<file path="config.mk">
export PLATFORM = sky130hd
export DESIGN_NAME = bsg_manycore_pkt_encode_buffered_flat
export DESIGN_NICKNAME = d
export VERILOG_FILES = /design/src/rtl/bsg_manycore_pkt_encode_buffered_pkg.sv /design/src/rtl/bsg_manycore_pkt_encode_buffered_if.sv /design/src/rtl/bsg_manycore_pkt_encode_buffered_fifo.sv /design/src/rtl/bsg_manycore_pkt_encode_buffered.sv /design/src/flat_wrapper.sv
export SDC_FILE = /design/constraint.sdc
export NUM_CORES = 1
export LEC_CHECK = 0
export ABC_AREA = 1
export CAP_MARGIN = 25
export CORE_MARGIN = 3
export CORE_UTILIZATION = 40
export CTS_CLUSTER_DIAMETER = 40
export DETAILED_ROUTE_END_ITERATION = 6
export GPL_TIMING_DRIVEN = 0
export PLACE_DENSITY = 0.68
export SYNTH_ARGS = -nofsm -noshare
export SYNTH_HDL_FRONTEND = slang
export SYNTH_SLANG_ARGS = --single-unit
</file>
<file path="constraint.sdc">
create_clock -name clk -period 6.95 [get_ports clk]
set_input_delay 1.0425 -clock clk [delete_from_list [all_inputs] [get_ports clk]]
set_output_delay 1.0425 -clock clk [all_outputs]
set_load 0.01 [all_outputs]
</file>
<file path="src/rtl/bsg_manycore_pkt_encode_buffered_pkg.sv">
// rtl/bsg_manycore_pkt_encode_buffered_pkg.sv - op encodings and width helpers for the buffered packet encoder
package bsg_manycore_pkt_encode_buffered_pkg;

    typedef enum logic [1:0] {
        e_op_load  = 2'd0,
        e_op_store = 2'd1,
        e_op_cfg   = 2'd2
    } op_e;

    // Packet layout, MSB first: addr, op, op_ex, data, from_y, from_x, y_cord, x_cord.
    function automatic int packet_width(int addr_w, int data_w, int x_w, int y_w);
        return addr_w + 2 + data_w / 8 + data_w + 2 * x_w + 2 * y_w;
    endfunction

    // Core address: remote, y, x, then the local address with one extra MSB selecting cfg space.
    function automatic int core_addr_width(int addr_w, int x_w, int y_w);
        return 1 + y_w + x_w + addr_w + 1;
    endfunction

endpackage

</file>
<file path="src/rtl/bsg_manycore_pkt_encode_buffered_if.sv">
// rtl/bsg_manycore_pkt_encode_buffered_if.sv - core request and network link signals of the encoder
interface bsg_manycore_pkt_encode_buffered_if #(
    parameter int x_cord_width_p    = 4,
    parameter int y_cord_width_p    = 3,
    parameter int data_width_p      = 32,
    parameter int addr_width_p      = 12,
    parameter int max_out_credits_p = 16
);
    import bsg_manycore_pkt_encode_buffered_pkg::*;

    localparam int core_addr_width_lp = core_addr_width(addr_width_p, x_cord_width_p, y_cord_width_p);
    localparam int packet_width_lp    = packet_width(addr_width_p, data_width_p, x_cord_width_p, y_cord_width_p);
    localparam int credit_width_lp    = $clog2(max_out_credits_p + 1);

    logic                          req_v;
    logic                          req_ready;
    logic [core_addr_width_lp-1:0] req_addr;
    logic [data_width_p-1:0]       req_data;
    logic [data_width_p/8-1:0]     req_mask;
    logic                          req_we;
    logic [x_cord_width_p-1:0]     my_x;
    logic [y_cord_width_p-1:0]     my_y;
    logic                          local_v;
    logic                          pkt_v;
    logic [packet_width_lp-1:0]    pkt_data;
    logic                          pkt_ready;
    logic                          credit_return;
    logic [credit_width_lp-1:0]    out_credits;
    logic                          idle;

    modport master (
        output req_v, req_addr, req_data, req_mask, req_we, my_x, my_y, pkt_ready, credit_return,
        input  req_ready, local_v, pkt_v, pkt_data, out_credits, idle
    );

    modport slave (
        input  req_v, req_addr, req_data, req_mask, req_we, my_x, my_y, pkt_ready, credit_return,
        output req_ready, local_v, pkt_v, pkt_data, out_credits, idle
    );

endinterface

</file>
<file path="src/rtl/bsg_manycore_pkt_encode_buffered_fifo.sv">
// rtl/bsg_manycore_pkt_encode_buffered_fifo.sv - small 1r1w FIFO with registered full/empty flags
module bsg_manycore_pkt_encode_buffered_fifo #(
    parameter int width_p = 8,
    parameter int els_p   = 2
) (
    input  logic               clk,
    input  logic               reset,
    input  logic               enq_v,
    output logic               enq_ready,
    input  logic [width_p-1:0] enq_data,
    output logic               deq_v,
    output logic [width_p-1:0] deq_data,
    input  logic               deq_yumi
);
    localparam int ptr_width_lp = (els_p > 1) ? $clog2(els_p) : 1;

    logic [width_p-1:0]      mem [els_p];
    logic [ptr_width_lp-1:0] wptr;
    logic [ptr_width_lp-1:0] rptr;
    logic                    full;
    logic                    empty;
    logic                    enq;
    logic                    deq;

    function automatic logic [ptr_width_lp-1:0] ptr_next(input logic [ptr_width_lp-1:0] p);
        return (p == ptr_width_lp'(els_p - 1)) ? '0 : p + ptr_width_lp'(1);
    endfunction

    assign enq       = enq_v & ~full;
    assign deq       = deq_yumi & ~empty;
    assign enq_ready = ~full;
    assign deq_v     = ~empty;
    assign deq_data  = mem[rptr];

    always_ff @(posedge clk) begin
        if (enq) begin
            mem[wptr] <= enq_data;
        end
    end

    always_ff @(posedge clk) begin
        if (reset) begin
            wptr  <= '0;
            rptr  <= '0;
            full  <= 1'b0;
            empty <= 1'b1;
        end else begin
            if (enq) begin
                wptr <= ptr_next(wptr);
            end
            if (deq) begin
                rptr <= ptr_next(rptr);
            end
            if (enq && !deq) begin
                empty <= 1'b0;
                full  <= (ptr_next(wptr) == rptr);
            end else if (deq && !enq) begin
                full  <= 1'b0;
                empty <= (ptr_next(rptr) == wptr);
            end
        end
    end

endmodule

</file>
<file path="src/rtl/bsg_manycore_pkt_encode_buffered.sv">
// rtl/bsg_manycore_pkt_encode_buffered.sv - encodes remote core requests into buffered, credit-gated network packets
module bsg_manycore_pkt_encode_buffered
    import bsg_manycore_pkt_encode_buffered_pkg::*;
#(
    parameter int x_cord_width_p    = 4,
    parameter int y_cord_width_p    = 3,
    parameter int data_width_p      = 32,
    parameter int addr_width_p      = 12,
    parameter int fifo_els_p        = 2,
    parameter int max_out_credits_p = 16
) (
    input logic clk,
    input logic reset,
    bsg_manycore_pkt_encode_buffered_if.slave bus
);
    localparam int packet_width_lp = packet_width(addr_width_p, data_width_p, x_cord_width_p, y_cord_width_p);
    localparam int credit_width_lp = $clog2(max_out_credits_p + 1);
    localparam logic [credit_width_lp-1:0] max_credits_lp = credit_width_lp'(max_out_credits_p);

    typedef struct packed {
        logic                      remote;
        logic [y_cord_width_p-1:0] y;
        logic [x_cord_width_p-1:0] x;
        logic [addr_width_p:0]     addr;
    } addr_decode_s;

    typedef struct packed {
        logic [addr_width_p-1:0]   addr;
        logic [1:0]                op;
        logic [data_width_p/8-1:0] op_ex;
        logic [data_width_p-1:0]   data;
        logic [y_cord_width_p-1:0] from_y;
        logic [x_cord_width_p-1:0] from_x;
        logic [y_cord_width_p-1:0] y_cord;
        logic [x_cord_width_p-1:0] x_cord;
    } packet_s;

    addr_decode_s               addr_dec;
    packet_s                    pkt_in;
    logic                       enq;
    logic                       enq_ready;
    logic                       fifo_v;
    logic [packet_width_lp-1:0] fifo_data;
    logic                       deq;
    logic [credit_width_lp-1:0] credits;

    assign addr_dec = bus.req_addr;

    always_comb begin
        pkt_in        = '0;
        pkt_in.addr   = addr_dec.addr[addr_width_p-1:0];
        pkt_in.op     = bus.req_we ? (addr_dec.addr[addr_width_p] ? e_op_cfg : e_op_store) : e_op_load;
        pkt_in.op_ex  = bus.req_mask;
        pkt_in.data   = bus.req_we ? bus.req_data : '0;
        pkt_in.from_y = bus.my_y;
        pkt_in.from_x = bus.my_x;
        pkt_in.y_cord = addr_dec.y;
        pkt_in.x_cord = addr_dec.x;
    end

    // Readiness depends only on the address and the registered full flag, never on req_v.
    assign bus.req_ready = addr_dec.remote ? enq_ready : 1'b1;
    assign bus.local_v   = bus.req_v & ~addr_dec.remote;
    assign enq           = bus.req_v & addr_dec.remote & enq_ready;

    bsg_manycore_pkt_encode_buffered_fifo #(
        .width_p (packet_width_lp),
        .els_p   (fifo_els_p)
    ) fifo (
        .clk       (clk),
        .reset     (reset),
        .enq_v     (enq),
        .enq_ready (enq_ready),
        .enq_data  (pkt_in),
        .deq_v     (fifo_v),
        .deq_data  (fifo_data),
        .deq_yumi  (deq)
    );

    // Credits only fall on dispatch, so a presented packet cannot be withdrawn.
    assign bus.pkt_v       = fifo_v & (credits != '0);
    assign bus.pkt_data    = fifo_data;
    assign deq             = bus.pkt_v & bus.pkt_ready;
    assign bus.out_credits = credits;
    assign bus.idle        = ~fifo_v & (credits == max_credits_lp);

    always_ff @(posedge clk) begin
        if (reset) begin
            credits <= max_credits_lp;
        end else if (deq && !bus.credit_return) begin
            credits <= credits - credit_width_lp'(1);
        end else if (!deq && bus.credit_return && credits != max_credits_lp) begin
            credits <= credits + credit_width_lp'(1);
        end
    end

`ifndef SYNTHESIS
    always_ff @(posedge clk) begin
        if (!reset) begin
            if (bus.credit_return && !deq && credits == max_credits_lp) begin
                $error("credit returned while counter is already at maximum");
            end
            if (enq && bus.req_we && addr_dec.addr[1:0] != 2'b00) begin
                $error("unaligned remote store address");
            end
        end
    end
`endif

endmodule

</file>
<file path="src/flat_wrapper.sv">
// flat-port wrapper written by rule: the top's interface ports become plain ports
module bsg_manycore_pkt_encode_buffered_flat import bsg_manycore_pkt_encode_buffered_pkg::*;
#(
    parameter int x_cord_width_p    = 4,
    parameter int y_cord_width_p    = 3,
    parameter int data_width_p      = 32,
    parameter int addr_width_p      = 12,
    parameter int fifo_els_p        = 2,
    parameter int max_out_credits_p = 16
)
  (clk, reset, bus_req_v, bus_req_addr, bus_req_data, bus_req_mask, bus_req_we, bus_my_x, bus_my_y, bus_pkt_ready, bus_credit_return, bus_req_ready, bus_local_v, bus_pkt_v, bus_pkt_data, bus_out_credits, bus_idle);
  bsg_manycore_pkt_encode_buffered_if #(.x_cord_width_p(x_cord_width_p), .y_cord_width_p(y_cord_width_p), .data_width_p(data_width_p), .addr_width_p(addr_width_p), .max_out_credits_p(max_out_credits_p)) bus_i ();
  input logic clk;
  input logic reset;
  input wire logic [$bits(bus_i.req_v)-1:0] bus_req_v;
  input wire logic [$bits(bus_i.req_addr)-1:0] bus_req_addr;
  input wire logic [$bits(bus_i.req_data)-1:0] bus_req_data;
  input wire logic [$bits(bus_i.req_mask)-1:0] bus_req_mask;
  input wire logic [$bits(bus_i.req_we)-1:0] bus_req_we;
  input wire logic [$bits(bus_i.my_x)-1:0] bus_my_x;
  input wire logic [$bits(bus_i.my_y)-1:0] bus_my_y;
  input wire logic [$bits(bus_i.pkt_ready)-1:0] bus_pkt_ready;
  input wire logic [$bits(bus_i.credit_return)-1:0] bus_credit_return;
  output wire logic [$bits(bus_i.req_ready)-1:0] bus_req_ready;
  output wire logic [$bits(bus_i.local_v)-1:0] bus_local_v;
  output wire logic [$bits(bus_i.pkt_v)-1:0] bus_pkt_v;
  output wire logic [$bits(bus_i.pkt_data)-1:0] bus_pkt_data;
  output wire logic [$bits(bus_i.out_credits)-1:0] bus_out_credits;
  output wire logic [$bits(bus_i.idle)-1:0] bus_idle;
  assign bus_i.req_v = bus_req_v;
  assign bus_i.req_addr = bus_req_addr;
  assign bus_i.req_data = bus_req_data;
  assign bus_i.req_mask = bus_req_mask;
  assign bus_i.req_we = bus_req_we;
  assign bus_i.my_x = bus_my_x;
  assign bus_i.my_y = bus_my_y;
  assign bus_i.pkt_ready = bus_pkt_ready;
  assign bus_i.credit_return = bus_credit_return;
  assign bus_req_ready = bus_i.req_ready;
  assign bus_local_v = bus_i.local_v;
  assign bus_pkt_v = bus_i.pkt_v;
  assign bus_pkt_data = bus_i.pkt_data;
  assign bus_out_credits = bus_i.out_credits;
  assign bus_idle = bus_i.idle;
  bsg_manycore_pkt_encode_buffered #(.x_cord_width_p(x_cord_width_p), .y_cord_width_p(y_cord_width_p), .data_width_p(data_width_p), .addr_width_p(addr_width_p), .fifo_els_p(fifo_els_p), .max_out_credits_p(max_out_credits_p)) u_core (.clk(clk), .reset(reset), .bus(bus_i));
endmodule
</file>
==> reports/metrics.cfg <==
[outcome]
outcome = finished, final reports clean

[cts]
cts_buffers = 17
clk_path_buf_depth = 2
cts_tree = built
cts_root_buf = clkbuf_16
h-tree-depth = 4
cts_resized = 0
clkLatencyLatePin_ns = 0.40
clkTransAtPathRegs_ns = 0.06
post_cts_buffers = 0
cts.sinks = 138
ctsHoldBuffers = 0

[synth]
syn_area_mm2 = 0.00548
synth.distinct_cells = 23
ys_warn_count = 0
syn_nets = 426
synth_cells = 351
synth.avg_cell_area_um2 = 15.6
synth-seq-cells = 138
yosysSeqAreaShare = 0.739

[floorplanning]
core_area_mm2 = 0.0133
ios = 143
die_h_um = 123
die_x_um = 123
initial_core_util = 0.412
rows = 42
die_area_mm2 = 0.0151

[finish]
antenna_cells = 0
drive_gt1_frac = 0.203
nNetsFinal = 590
area_growth_pct = 42.3
regArea_mm2 = 0.00404
multiInputGateArea_mm2 = 0.00122
fillers = 1062
final_cells = 703

[worst_setup_path]
crit_arrival_ns = 2.18
cp_max_fo = 2
cpMaxStageDelayCell = clkdlybuf4s50_1
critPathCaptureType = output pin
cp.required_ns = 5.91
slowest_delay_ns = 0.54
path_cells = clkdlybuf4s50_1 > inv_1 > nor2_1 > clkdlybuf4s50_1
cp_num_buf_inv = 3
start_kind = input port
cp_top_family = buffers and inverters
crit_type = input port to output pin
crit_top_cell = clkdlybuf4s50_1

[global_route]
antenna_found_initial = 0
grt_max_degree = 30
grt_pass1_wl_mm = 16.0
grt_pass1_vias = 3311
grt.total_usage = 0.140
grt_overflow = 0

[sta]
report.final.slew_viol_count = 0
timing.slew.headroom = 0.591
skew_ns = 0.00731
finalSetupTns_ns = 0
min_period_ns = 3.22
fin_crit_sh = 0.464
hold_viol = 0
fmax_mhz = 310
finalSetupViolCount = 0
grt_setup_unrepaired = false
finalWorstSetupSlack_ns = 3.73
max_slew.worst_pin.slew_ns = 0.612
timing.hold.ws_ns = 0.512

[route]
wire_per_inst_um = 14.8
first_pass_iters = 4
drt-total-wl_mm = 10.4
drc_errors = 0
route.vias.total = 3175
via_per_inst = 4.52
ant_nets = 0
drt-initial-drc-count = 138

[place]
dp_cells = 672
place_congestion = 0.735
pre_cts_ws_ns = 3.72
dp_hpwl_mm = 7.10
io_buffers = 141

[hold_path]
hp-class = flop to flop

[flow_run]
max_cap_viol_count = 0

[power_and_ir_drop]
p_leak_nw = 3.00
fin_total_pwr_w = 0.00222
peakVddDrop_mv = 0.209
power_density_mw_per_mm2 = 286

[layout by cell type, fill, tap and decap left out, types with 4 or more instances in the layout]
master and instances:
clkdlybuf4s50_1 141, edfxtp_1 128, mux2_2 64, inv_1 46, nand2_1 45, clkbuf_16 17, nor2_1 11, dfxtp_1 10
clkbuf_1 7, buf_2 7, a21oi_1 6, nand3_1 5, o21ai_1 4, ha_1 4, bufinv_16 4, clkinv_1 4
buf_12 4
[flip-flops by register name, summed over array words and instances, names as in the netlist, named ones only]
signal	count
u_core.fifo.rptr	1
u_core.fifo.empty	1
u_core.fifo.wptr	1
u_core.bus.out_credits	5
u_core.fifo.full	1
u_core.fifo.mem	128
[layout make-up]
cell class                      instances  area share
Timing Repair Buffer                  145       0.191
Multi-Input combinational cell        155       0.157
Clock buffer                           20      0.0560
Inverter                               47      0.0226
Sequential cell                       138       0.519
Tap cell                              176      0.0283
Buffer                                 11     0.00642
Clock inverter                         11      0.0196
[cell usage after synthesis, drive strengths merged]
cell type / n / area [µm²]
edfxtp: 128 / 3840
mux2: 64 / 721
inv: 47 / 176
nand2: 47 / 191
nor2: 13 / 48.8
dfxtp: 10 / 200
buf: 7 / 35.0
nand3: 7 / 52.6
a21oi: 6 / 30.0
o21ai: 6 / 30.0
clkbuf: 4 / 15.0
ha: 4 / 50.1
nand4: 2 / 18.8
xnor2: 2 / 17.5
xor2: 2 / 17.5
fa: 1 / 20.0
o211ai: 1 / 7.51
[tightest hold or removal path, stage by stage, from the launching register on]
cell and delay [ns]:
dfxtp_1 0.34, nand2_1 0.07, nand3_1 0.05
[metal layers]
layer  global-route usage  wire (µm)  up-vias
met5                    0          0        -
met4               0.0561        134        0
met3               0.0485        586        8
met2                0.230       5220       79
met1                0.171       4450     1518
li1                     -          -     1570
[through the flow]
stage	cell area, µm²	utilization
global route	7790	0.586
CTS	7790	0.586
detailed placement	7200	0.542
global placement	7110	0.535
finish	7790	0.586
floorplan	5480	-
[report_power, final]
part           total (W)  internal (W)  switching (W)
Clock           0.000896      0.000592       0.000305
Sequential      0.000977      0.000957      0.0000207
Combinational   0.000351      0.000196       0.000155
Total            0.00222       0.00174       0.000481
[worst paths after layout]
kind                                           startpoint  slack, ns                         to  cells after the start
worst max-delay path                            bus_req_v       3.73                bus_local_v                      4
worst min-delay path            u_core.bus.out_credits[4]       0.51  u_core.bus.out_credits[4]                      2
worst max register to register  u_core.bus.out_credits[0]       4.85  u_core.bus.out_credits[4]                     13
worst min register to register  u_core.bus.out_credits[4]       0.51  u_core.bus.out_credits[4]                      2
[cell families after synthesis]
| logic type | after synthesis | synth area share |
|---|---|---|
| flip-flops | 138 | 0.739 |
| AND/OR/NAND/NOR | 69 | 0.0569 |
| multiplexers | 64 | 0.132 |
| buffers and inverters | 58 | 0.0414 |
| AO/OA/AOI/OAI | 13 | 0.0123 |
| adder cells (fa/ha/maj) | 5 | 0.0128 |
| XOR/XNOR | 4 | 0.00640 |
Note: power is estimated with default switching activity, not from simulation.
